<file path="config.mk">
export PLATFORM = sky130hd
export DESIGN_NAME = eth10g_link_led_ctrl_flat
export DESIGN_NICKNAME = d
export VERILOG_FILES = /design/src/rtl/eth10g_link_led_ctrl_if.sv /design/src/rtl/eth10g_link_led_ctrl.sv /design/src/flat_wrapper.sv
export SDC_FILE = /design/constraint.sdc
export NUM_CORES = 1
export LEC_CHECK = 0
export CAP_MARGIN = 40
export CORE_ASPECT_RATIO = 1.1
export CORE_MARGIN = 5
export CORE_UTILIZATION = 45
export CTS_CLUSTER_SIZE = 20
export DETAILED_ROUTE_END_ITERATION = 8
export GPL_ROUTABILITY_DRIVEN = 1
export MAX_ROUTING_LAYER = met4
export PLACE_DENSITY = 0.72
export SLEW_MARGIN = 15
export SYNTH_ARGS = -nofsm -noshare
export SYNTH_HDL_FRONTEND = slang
export SYNTH_SLANG_ARGS = --single-unit
</file>
<file path="constraint.sdc">
create_clock -name sysclk_100m -period 3.5 [get_ports sysclk_100m]
set_input_delay 0.7 -clock sysclk_100m [delete_from_list [all_inputs] [get_ports sysclk_100m]]
set_output_delay 0.7 -clock sysclk_100m [all_outputs]
set_load 0.02 [all_outputs]
</file>
<file path="src/rtl/eth10g_link_led_ctrl_if.sv">
// Signal bundle between the 10G MAC/PCS status sources and the link/activity
// LED engine.
//
// Ports grouped here:
//   link_up_raw   per-channel raw link level, asynchronous to the system clock
//   rx_act/tx_act per-channel single-cycle frame strobes, system-clock domain
//   led_mode      0 = per-channel display, 1 = aggregate display
//   drop_cnt_clr  single-cycle strobe clearing every drop counter
//   sleds         registered LED drive, 1 = lit
//   link_stable   debounced link state per channel
//   link_drop_cnt 8-bit saturating drop counter per channel, channel i at [8i+7:8i]
//
// Handshake semantics: there is no valid/ready pair on this bundle. Every
// strobe (rx_act, tx_act, drop_cnt_clr) is a one-cycle qualifier sampled on
// the rising system clock edge and is always accepted; levels (link_up_raw,
// led_mode) are sampled every cycle.
interface eth10g_link_led_ctrl_if #(
    parameter int SFP_COUNT = 2,
    parameter int LED_COUNT = 4
) ();
    logic [SFP_COUNT-1:0]   link_up_raw;
    logic [SFP_COUNT-1:0]   rx_act;
    logic [SFP_COUNT-1:0]   tx_act;
    logic                   led_mode;
    logic                   drop_cnt_clr;
    logic [LED_COUNT-1:0]   sleds;
    logic [SFP_COUNT-1:0]   link_stable;
    logic [8*SFP_COUNT-1:0] link_drop_cnt;

    // Status source / board side.
    modport master (
        output link_up_raw, rx_act, tx_act, led_mode, drop_cnt_clr,
        input  sleds, link_stable, link_drop_cnt
    );

    // LED engine side.
    modport slave (
        input  link_up_raw, rx_act, tx_act, led_mode, drop_cnt_clr,
        output sleds, link_stable, link_drop_cnt
    );
endinterface

</file>
<file path="src/rtl/eth10g_link_led_ctrl.sv">
// Link/activity status engine for the multi-SFP 10G Ethernet test top.
// Synchronises and debounces per-channel link levels, stretches rx/tx frame
// strobes into blinking activity, counts link drops and drives an LED bank
// in either a per-channel or an aggregate display mode.
//
// Ports:
//   sysclk_100m  system clock, the only clock in the block
//   sys_reset    synchronous active-high reset
//   bus          eth10g_link_led_ctrl_if.slave (see the interface header)
//
// The interface instance must be built with the same SFP_COUNT/LED_COUNT as
// this module.
module eth10g_link_led_ctrl #(
    parameter int SFP_COUNT = 2,
    parameter int LED_COUNT = 4,
    parameter int DEBOUNCE  = 1000000,
    parameter int ACT_HOLD  = 5000000,
    parameter int BLINK_DIV = 5000000,
    parameter int HB_DIV    = 50000000
) (
    input logic                  sysclk_100m,
    input logic                  sys_reset,
    eth10g_link_led_ctrl_if.slave bus
);
    localparam int N    = (SFP_COUNT < LED_COUNT) ? SFP_COUNT : LED_COUNT;
    localparam int DB_W = $clog2(DEBOUNCE + 1);
    localparam int AH_W = $clog2(ACT_HOLD + 1);
    localparam int BD_W = $clog2(BLINK_DIV + 1);
    localparam int HB_W = $clog2(HB_DIV + 1);

    logic [SFP_COUNT-1:0]           sync1;
    logic [SFP_COUNT-1:0]           link_sync;
    logic [SFP_COUNT-1:0]           stable_q;
    logic [SFP_COUNT-1:0][DB_W-1:0] db_cnt;
    logic [SFP_COUNT-1:0][AH_W-1:0] act_cnt;
    logic [SFP_COUNT-1:0][7:0]      drop_cnt;
    logic [BD_W-1:0]                blink_div;
    logic                           blink_phase;
    logic [HB_W-1:0]                hb_div;
    logic                           hb_phase;
    logic [LED_COUNT-1:0]           sleds_q;

    logic [SFP_COUNT-1:0] act;
    logic [SFP_COUNT-1:0] db_done;
    logic [SFP_COUNT-1:0] drop_evt;
    logic [SFP_COUNT-1:0] active;
    logic                 all_up;
    logic                 any_active;
    logic                 any_drop;
    logic [LED_COUNT-1:0] led_next;

    assign act        = bus.rx_act | bus.tx_act;
    assign all_up     = &stable_q;
    assign any_active = |active;

    always_comb begin
        db_done  = '0;
        drop_evt = '0;
        active   = '0;
        any_drop = 1'b0;
        for (int i = 0; i < SFP_COUNT; i++) begin
            // The debounce window has elapsed with the levels still disagreeing.
            db_done[i]  = (link_sync[i] != stable_q[i]) && (db_cnt[i] == DB_W'(DEBOUNCE - 1));
            // A completed debounce while currently up is a 1->0 transition.
            drop_evt[i] = db_done[i] & stable_q[i];
            active[i]   = (act_cnt[i] != '0);
            any_drop    = any_drop | (drop_cnt[i] != 8'd0);
        end
    end

    // LED image for the next edge; sleds_q registers it.
    always_comb begin
        led_next = '0;
        if (!bus.led_mode) begin
            for (int i = 0; i < N; i++) begin
                led_next[i] = stable_q[i] & (active[i] ? blink_phase : 1'b1);
            end
            // Spare LEDs beyond the channel count: top one is the heartbeat,
            // the rest show "all links up". Loop is empty if there are none.
            for (int i = SFP_COUNT; i < LED_COUNT; i++) begin
                led_next[i] = (i == LED_COUNT - 1) ? hb_phase : all_up;
            end
        end else begin
            led_next[0] = all_up;
            for (int i = 1; i < LED_COUNT; i++) begin
                if (i == 1) begin
                    led_next[i] = any_active & blink_phase;
                end else if (i == 2) begin
                    led_next[i] = any_drop;
                end else if (i == LED_COUNT - 1) begin
                    led_next[i] = hb_phase;
                end
            end
        end
    end

    always_ff @(posedge sysclk_100m) begin
        if (sys_reset) begin
            sync1       <= '0;
            link_sync   <= '0;
            stable_q    <= '0;
            db_cnt      <= '0;
            act_cnt     <= '0;
            drop_cnt    <= '0;
            blink_div   <= '0;
            blink_phase <= 1'b0;
            hb_div      <= '0;
            hb_phase    <= 1'b0;
            sleds_q     <= '0;
        end else begin
            sync1     <= bus.link_up_raw;
            link_sync <= sync1;

            for (int i = 0; i < SFP_COUNT; i++) begin
                // Debounce: any agreeing cycle restarts the window.
                if (link_sync[i] == stable_q[i]) begin
                    db_cnt[i] <= '0;
                end else if (db_done[i]) begin
                    db_cnt[i]   <= '0;
                    stable_q[i] <= link_sync[i];
                end else begin
                    db_cnt[i] <= db_cnt[i] + 1'b1;
                end

                // A clear coinciding with a drop keeps the drop.
                if (bus.drop_cnt_clr) begin
                    drop_cnt[i] <= {7'd0, drop_evt[i]};
                end else if (drop_evt[i] && (drop_cnt[i] != 8'hFF)) begin
                    drop_cnt[i] <= drop_cnt[i] + 8'd1;
                end

                // Activity stretch, suppressed entirely while the link is down.
                if (!stable_q[i]) begin
                    act_cnt[i] <= '0;
                end else if (act[i]) begin
                    act_cnt[i] <= AH_W'(ACT_HOLD);
                end else if (active[i]) begin
                    act_cnt[i] <= act_cnt[i] - 1'b1;
                end
            end

            if (blink_div == BD_W'(BLINK_DIV - 1)) begin
                blink_div   <= '0;
                blink_phase <= ~blink_phase;
            end else begin
                blink_div <= blink_div + 1'b1;
            end

            if (hb_div == HB_W'(HB_DIV - 1)) begin
                hb_div   <= '0;
                hb_phase <= ~hb_phase;
            end else begin
                hb_div <= hb_div + 1'b1;
            end

            sleds_q <= led_next;
        end
    end

    assign bus.sleds         = sleds_q;
    assign bus.link_stable   = stable_q;
    assign bus.link_drop_cnt = drop_cnt;
endmodule

</file>
<file path="src/flat_wrapper.sv">
// flat-port wrapper written by rule: the top's interface ports become plain ports
module eth10g_link_led_ctrl_flat 
#(
    parameter int SFP_COUNT = 2,
    parameter int LED_COUNT = 4,
    parameter int DEBOUNCE  = 1000000,
    parameter int ACT_HOLD  = 5000000,
    parameter int BLINK_DIV = 5000000,
    parameter int HB_DIV    = 50000000
)
  (sysclk_100m, sys_reset, bus_link_up_raw, bus_rx_act, bus_tx_act, bus_led_mode, bus_drop_cnt_clr, bus_sleds, bus_link_stable, bus_link_drop_cnt);
  eth10g_link_led_ctrl_if #(.SFP_COUNT(SFP_COUNT), .LED_COUNT(LED_COUNT)) bus_i ();
  input logic sysclk_100m;
  input logic sys_reset;
  input wire logic [$bits(bus_i.link_up_raw)-1:0] bus_link_up_raw;
  input wire logic [$bits(bus_i.rx_act)-1:0] bus_rx_act;
  input wire logic [$bits(bus_i.tx_act)-1:0] bus_tx_act;
  input wire logic [$bits(bus_i.led_mode)-1:0] bus_led_mode;
  input wire logic [$bits(bus_i.drop_cnt_clr)-1:0] bus_drop_cnt_clr;
  output wire logic [$bits(bus_i.sleds)-1:0] bus_sleds;
  output wire logic [$bits(bus_i.link_stable)-1:0] bus_link_stable;
  output wire logic [$bits(bus_i.link_drop_cnt)-1:0] bus_link_drop_cnt;
  assign bus_i.link_up_raw = bus_link_up_raw;
  assign bus_i.rx_act = bus_rx_act;
  assign bus_i.tx_act = bus_tx_act;
  assign bus_i.led_mode = bus_led_mode;
  assign bus_i.drop_cnt_clr = bus_drop_cnt_clr;
  assign bus_sleds = bus_i.sleds;
  assign bus_link_stable = bus_i.link_stable;
  assign bus_link_drop_cnt = bus_i.link_drop_cnt;
  eth10g_link_led_ctrl #(.SFP_COUNT(SFP_COUNT), .LED_COUNT(LED_COUNT), .DEBOUNCE(DEBOUNCE), .ACT_HOLD(ACT_HOLD), .BLINK_DIV(BLINK_DIV), .HB_DIV(HB_DIV)) u_core (.sysclk_100m(sysclk_100m), .sys_reset(sys_reset), .bus(bus_i));
endmodule
</file>
# --- Word-level counts from Yosys, hierarchy flattened ---
# Cells that the tools add are included.
totals:
  register_bits: 163
  output_inout_bits: 22
  word_cells: 86
classes:
  add_sub_neg: 8
  n_eq_ne: 10
  mux: 11
  n_bitwise: 13
  reduce_logical: 25
ops:
  columns: ["cell", "n"]
  rows:
  - ["$mux W23", 4]
  - ["$reduce_bool A23 Y1", 2]
  - ["$sub A23 B1 Y23 const B", 2]
  - ["$add A20 B1 Y20 const B", 2]
  - ["$eq A20 B20 Y1 const B", 2]
  - ["$add A26 B1 Y26 const B", 1]
  - ["$eq A26 B26 Y1 const B", 1]
  - ["$add A23 B1 Y23 const B", 1]
  - ["$eq A23 B23 Y1 const B", 1]
  - ["$add A8 B1 Y8 const B", 2]
  - ["$ne A8 B8 Y1 const B", 2]
  - ["$reduce_bool A8 Y1", 2]
  - ["$reduce_or A2 Y1", 6]
  - ["$reduce_or A3 Y1", 4]
  - ["$reduce_bool A2 Y1", 4]
  - ["$mux W1", 6]
  - ["$not A1 Y1", 6]
  - ["$reduce_and A2 Y1", 3]
  - ["$and A1 B1 Y1", 5]
  - ["$logic_and A1 B1 Y1", 4]
  - ["$mux W3", 1]
  - ["$eq A1 B1 Y1", 2]
  - ["$ne A1 B1 Y1", 2]
  - ["$or A2 B2 Y2", 1]
  - ["$or A1 B1 Y1", 1]

# --- Logic depth before layout (Yosys ltp) ---
logic_depth:
  depth_word: 6
  depth_mapped: 8

# --- Worst setup path after synthesis ---
# OpenSTA, ideal clock, no wires.
synth_timing:
  path_type: "flip-flop to flip-flop"
  startpoint: "register u_core.drop_cnt, in the netlist u_core.bus.link_drop_cnt[8]"
  endpoint: "register u_core.drop_cnt, in the netlist u_core.bus.link_drop_cnt[11]"
  arrival_ps: 1982
  t_required_ps: 3430
  setup_slack_ps: 1448
  stages_incl_launch_ff: 7
  n_path_buf: 1
  synth_period_minus_slack_ps: 2052
  cell_sequence: "dfxtp_1 > ha_1 > and4_1 > or4b_4 > buf_6 > or3_1 > a21oi_1"
synth_between:
  elab_chain_cells: 2
  word_cells_on_any_way: 3
  classes_between: "add/sub (1); eq/ne (1); reduce/logical (1)"
synth_rtl:
  columns: ["item", "line", "source"]
  rows:
  - ["start, declared", "eth10g_link_led_ctrl.sv:36", "logic [SFP_COUNT-1:0][7:0] drop_cnt;"]
  - ["start signal, assigned by index", "eth10g_link_led_ctrl.sv:127", "drop_cnt[i] <= {7'd0, drop_evt[i]};"]
  - ["start signal, assigned by index", "eth10g_link_led_ctrl.sv:129", "drop_cnt[i] <= drop_cnt[i] + 8'd1;"]
  - ["parallel branches: the longest is 2 deep, another holds $add A8 B1 Y8", null, null]
# Parallel ways; which one is timed is not known.
# A chain may end at the register's enable or synchronous reset.

# --- Final worst setup path ---
layout_timing:
  startpoint: "register u_core.stable_q[1] (netlist: u_core.bus.link_stable[1])"
  endpoint: "output port bus_link_stable[1]"
layout_lines:
  columns: ["item", "line", "source"]
  rows:
  - ["start, declared", "eth10g_link_led_ctrl.sv:33", "logic [SFP_COUNT-1:0] stable_q;"]
  - ["start signal, assigned by index", "eth10g_link_led_ctrl.sv:120", "stable_q[i] <= link_sync[i];"]
  - ["end, declared", "flat_wrapper.sv:21", "output wire logic [$bits(bus_i.link_stable)-1:0] bus_link_stable;"]
# No word-level cell between the ends.

==> impl_table.tex <==
\begin{tabular}{lr}
\hline
Metric & Value \\
\hline
\multicolumn{2}{l}{\textbf{Status}} \\
\quad Result of the run & completed \\
\multicolumn{2}{l}{\textbf{Global routing}} \\
\quad Global-route wire length before repair & 27.3 mm \\
\quad Antenna violations before repair & 0 \\
\quad Global route overflow & 0 \\
\quad Vias in the first global route & 5848 \\
\quad Largest net degree at the start of global routing & 25 \\
\quad Overall routing resource usage & 17.0\% \\
\multicolumn{2}{l}{\textbf{Setup path}} \\
\quad Setup slack of the worst register-to-register path & 1.15 ns \\
\quad WS Path Type & reg -> out \\
\quad Critical register-to-register path endpoint & u\_core.hb\_div[5] \\
\quad Setup crit start kind & flop \\
\quad Critical path endpoint category & output port \\
\quad Slowest Stage Delay on Critical Path & 0.72 ns \\
\quad Worst Path Max Fanout & 9 \\
\quad Largest delay contributor family on the critical path & buffers and inverters \\
\quad Worst reg-to-reg path cell count & 5 \\
\quad Endpoint required time on the critical path & 2.80 ns \\
\quad Cell chain of the critical path & clkdlybuf4s50\_1 \\
\quad Combined buffer and inverter count along the critical path & 1 \\
\quad Data arrival time of the critical path & 1.72 ns \\
\quad Master of the slowest instance on the critical path & sky130\_fd\_sc\_hd\_\_clkdlybuf4s50\_1 \\
\quad Reg-to-Reg Start & u\_core.hb\_div[2] \\
\multicolumn{2}{l}{\textbf{Routing}} \\
\quad Avg Vias per Cell & 5.52 \\
\quad Residual DRC count & 0 \\
\quad Detailed-routing iteration count for the pre-antenna-repair pass & 5 \\
\quad Via total after detailed routing & 6194 \\
\quad Routed length per placed instance & 13.8 microns \\
\quad Initial detailed-routing violation count & 435 \\
\quad Final WL & 15.5 mm \\
\quad Antenna violation net count after detailed routing & 0 \\
\multicolumn{2}{l}{\textbf{Floorplanning}} \\
\quad Core area & 0.0164 sq mm \\
\quad I/O Pins & 32 \\
\quad Initial standard-cell utilization of the core & 46.0\% \\
\quad Die Outline Area & 0.0195 sq mm \\
\quad Width of the chip & 134 microns \\
\quad Std-Cell Rows & 49 \\
\quad Die boundary height & 146 microns \\
\multicolumn{2}{l}{\textbf{Logic synthesis}} \\
\quad Count of flip-flops with a built-in enable after synthesis & 0 \\
\quad XOR/XNOR Fraction of Synth Area & 13.9\% \\
\quad Library cells used by synthesis & 58 \\
\quad Synthesis warning total & 0 \\
\quad Simple-Gate Fraction of Synth Area & 31.1\% \\
\quad Count of state elements after synthesis & 163 \\
\quad Synthesized cell area & 0.00756 sq mm \\
\quad FFs w/ async S/R, synth & 0\% \\
\quad Fraction of the mapped netlist area in adder cells & 1.99\% \\
\quad Portion of synthesized cell area occupied by the leading cell type & 43.2\% \\
\quad Post-synth net total & 895 \\
\quad Dominant combinational cell family by area after synthesis & simple AND/OR/NAND/NOR gates \\
\quad Top post-synthesis cells by area & sky130\_fd\_sc\_hd\_\_dfxtp\_1 43\%, sky130\_fd\_sc\_hd\_\_nor2\_1 8.0\%, sky130\_fd\_sc\_hd\_\_xor2\_1 7.3\% \\
\quad Commonest register cell after synthesis & sky130\_fd\_sc\_hd\_\_dfxtp\_1 \\
\quad Avg Cell Area, Syn & 8.66 sq um \\
\quad Mux contribution to synthesized area & 0.397\% \\
\quad Cell taking the most area after synthesis & sky130\_fd\_sc\_hd\_\_dfxtp\_1 \\
\quad Sequential element share of the synthesized area & 43.2\% \\
\quad Compound-gate portion of the synthesized area & 7.07\% \\
\quad Cells after synthesis & 873 \\
\multicolumn{2}{l}{\textbf{Cells and area}} \\
\quad Share of post-route cells with drive strength above 1 & 5.11\% \\
\quad Net count of the finished layout & 929 \\
\quad Non-Filler Cell Area, Final & 0.00867 sq mm \\
\quad Number of diodes & 0 \\
\quad Area growth syn-to-layout & 14.7\% \\
\multicolumn{2}{l}{\textbf{Power}} \\
\quad Ratio of total power to cell area & 443 mW/mm\^{}2 \\
\quad Power Internal & 0.00307 W \\
\quad Portion of total power attributed to the clock network & 49.7\% \\
\quad Peak VDD IR & 0.399 mV \\
\quad Relative contribution of sequential cells to total power & 48.7\% \\
\quad Net switching fraction of the power & 20.2\% \\
\quad Share of power burned in combinational logic & 1.6\% \\
\quad Net switching component of the power & 0.000778 W \\
\quad Leak Pwr & 3.01 nW \\
\multicolumn{2}{l}{\textbf{STA}} \\
\quad Highest attainable clock frequency & 414 MHz \\
\quad Final critical delay including setup and external delays & 2.42 ns \\
\quad Final total negative setup slack & 0 ns \\
\quad Minimum hold slack & 0.445 ns \\
\quad Unrepaired setup endpoints after global routing & false \\
\quad Slew margin rel. & 45.9\% \\
\quad Worst Clk Skew & 0.00874 ns \\
\quad Slew at the pin with the worst max-slew slack & 0.804 ns \\
\quad Final setup violation count & 0 \\
\quad Post-route fraction of the period consumed by the critical path & 69.0\% \\
\quad Final hold vios & 0 \\
\quad Pins over their slew limit & 0 \\
\multicolumn{2}{l}{\textbf{CTS}} \\
\quad Number of setup buffers added after CTS & 0 \\
\quad Clock transition at the register clock pins on the worst setup and hold paths after CTS & 0.06 ns \\
\quad Number of buffers added by the clock tree synthesis step & 17 \\
\quad H-tree depth & 4 \\
\quad Worst skew pair latency & 0.43 ns \\
\quad Number of buffers added to fix hold violations after cts & 0 \\
\quad CTS Buffer Depth & 2 \\
\quad TritonCTS clock tree & built \\
\quad TritonCTS Sinks & 163 \\
\quad Post-cts resize count & 0 \\
\quad Clock root cell & sky130\_fd\_sc\_hd\_\_clkbuf\_16 \\
\multicolumn{2}{l}{\textbf{Placement}} \\
\quad HPWL after DPL & 10.7 mm \\
\quad Placed cell areas & 0.00807 sq mm \\
\quad Buffers added on ports & 31 \\
\quad Placer congestion estimate & 0.833 \\
\multicolumn{2}{l}{\textbf{Hold path}} \\
\quad Hold endpoint & u\_core.link\_sync[0] \\
\quad HP Start & u\_core.sync1[0] \\
\quad Number of cells traversed by the worst hold path & 1 \\
\quad Class of the most critical hold timing path & reg -> reg \\
\multicolumn{2}{l}{\textbf{Run}} \\
\quad Number of violations of the max-capacitance limit & 0 \\
\hline
\end{tabular}
==> final cells by class <==
cell class | count | area, sq um
multi-input cells | 666 | 4110
well taps | 204 | 255
repair buffers | 37 | 352
clock buffers | 24 | 482
clock inverters | 7 | 123
fillers | 1493 | 7760
inverters | 22 | 82.6
flip-flops and latches | 163 | 3260
==> logic make-up after synthesis <==
family | after synthesis
AOI/OAI and AO/OA | 83
buffers and inverters | 44
adders and majority gates | 12
xor gates and xnor gates | 120
muxes | 3
and+or+nand+nor | 448
DFF | 163
==> metrics by stage <==
stage	worst slack (ns)	instances	total power (W)	util, %
floorplan	1.45	873	0.00195	-
global placement	1.20	1091	0.00197	49.1
detailed placement	1.15	1092	0.00197	49.1
CTS	1.08	1123	0.00388	52.8
global route	0.927	1123	0.00398	52.8
finish	1.08	1123	0.00384	52.8
==> cell usage after synthesis (5+ instances only) <==
| master | number |
|---|---|
| sky130_fd_sc_hd__nand4b_1 | 6 |
| sky130_fd_sc_hd__nor4b_1 | 12 |
| sky130_fd_sc_hd__dfxtp_1 | 163 |
| sky130_fd_sc_hd__nor3b_1 | 5 |
| sky130_fd_sc_hd__nand2_1 | 46 |
| sky130_fd_sc_hd__and3_1 | 20 |
| sky130_fd_sc_hd__a2111oi_0 | 5 |
| sky130_fd_sc_hd__or3_1 | 9 |
| sky130_fd_sc_hd__a31oi_1 | 8 |
| sky130_fd_sc_hd__nor2b_1 | 6 |
| sky130_fd_sc_hd__xor2_1 | 63 |
| sky130_fd_sc_hd__nand4_1 | 24 |
| sky130_fd_sc_hd__nand3_1 | 64 |
| sky130_fd_sc_hd__inv_1 | 22 |
| sky130_fd_sc_hd__nor4_1 | 18 |
| sky130_fd_sc_hd__ha_1 | 12 |
| sky130_fd_sc_hd__a211oi_1 | 8 |
| sky130_fd_sc_hd__a21oi_1 | 34 |
| sky130_fd_sc_hd__nor3_1 | 30 |
| sky130_fd_sc_hd__xnor2_1 | 57 |
| sky130_fd_sc_hd__nor2_1 | 162 |
| sky130_fd_sc_hd__o21ai_0 | 9 |
| sky130_fd_sc_hd__nand2b_1 | 5 |
| sky130_fd_sc_hd__clkbuf_1 | 15 |
| sky130_fd_sc_hd__and4_1 | 7 |
==> sequential cells by signal, indices dropped and copies added (netlist names) <==
name,flops
u_core.act_cnt,46
u_core.blink_div,23
u_core.blink_phase,1
u_core.bus.link_drop_cnt,16
u_core.bus.link_stable,2
u_core.bus.sleds,4
u_core.db_cnt,40
u_core.hb_div,26
u_core.hb_phase,1
u_core.link_sync,2
u_core.sync1,2
==> power by group through the flow <==
stage	Sequential [W]	Clock [W]	Combinational, W
after floorplan	0.00191	0	0.0000357
after global placement	0.00191	0	0.0000601
after detailed placement	0.00191	0	0.0000606
after CTS	0.00187	0.00195	0.0000611
after global routing	0.00187	0.00204	0.0000675
final	0.00187	0.00191	0.0000599
==> worst max path at each step <==
| stage | startpoint | end | cells past startpoint |
|---|---|---|---|
| floorplan | u_core.bus.link_drop_cnt[8] | u_core.bus.link_drop_cnt[11] | 6 |
| global placement | sys_reset | u_core.db_cnt[37] | 4 |
| detailed placement | sys_reset | u_core.db_cnt[35] | 4 |
| CTS | u_core.bus.link_stable[1] | bus_link_stable[1] | 1 |
| global route | u_core.hb_div[0] | u_core.hb_div[21] | 5 |
| finish | u_core.bus.link_stable[1] | bus_link_stable[1] | 1 |
==> worst reg2reg max path: stages (launching register included) <==
cell and delay (ns):
sky130_fd_sc_hd__dfxtp_1 0.42, sky130_fd_sc_hd__and4_1 0.28, sky130_fd_sc_hd__nand3_1 0.14, sky130_fd_sc_hd__or4_1 0.61
sky130_fd_sc_hd__nand2_1 0.64, sky130_fd_sc_hd__nor2_1 0.12
==> per-layer routing <==
layer  vias to the layer above  track usage, %  wire, microns
met5                         -               -              0
met4                         0            6.58            361
met3                        28            3.42            495
met2                       106            26.9           7150
met1                      2914            21.5           7460
li1                       3146               -              -
==> cells in the final DEF (no fill, tap or decap), types with 5 or more instances in the layout <==
| master | count |
|---|---|
| sky130_fd_sc_hd__nor2_1 | 162 |
| sky130_fd_sc_hd__nand3_1 | 64 |
| sky130_fd_sc_hd__nor3_1 | 30 |
| sky130_fd_sc_hd__and4_1 | 7 |
| sky130_fd_sc_hd__nand2_1 | 46 |
| sky130_fd_sc_hd__a2111oi_0 | 5 |
| sky130_fd_sc_hd__ha_1 | 12 |
| sky130_fd_sc_hd__xnor2_1 | 57 |
| sky130_fd_sc_hd__nand2b_1 | 5 |
| sky130_fd_sc_hd__clkdlybuf4s50_1 | 31 |
| sky130_fd_sc_hd__nor4_1 | 18 |
| sky130_fd_sc_hd__a211oi_1 | 8 |
| sky130_fd_sc_hd__nand4_1 | 24 |
| sky130_fd_sc_hd__xor2_1 | 63 |
| sky130_fd_sc_hd__a31oi_1 | 8 |
| sky130_fd_sc_hd__o21ai_0 | 9 |
| sky130_fd_sc_hd__dfxtp_1 | 163 |
| sky130_fd_sc_hd__and3_1 | 20 |
| sky130_fd_sc_hd__nor4b_1 | 12 |
| sky130_fd_sc_hd__inv_1 | 22 |
| sky130_fd_sc_hd__nor2b_1 | 6 |
| sky130_fd_sc_hd__buf_4 | 5 |
| sky130_fd_sc_hd__or3_1 | 9 |
| sky130_fd_sc_hd__a21oi_1 | 34 |
| sky130_fd_sc_hd__nand4b_1 | 6 |
| sky130_fd_sc_hd__nor3b_1 | 5 |
| sky130_fd_sc_hd__clkbuf_16 | 17 |
Note: power is estimated with default switching activity, not from simulation.
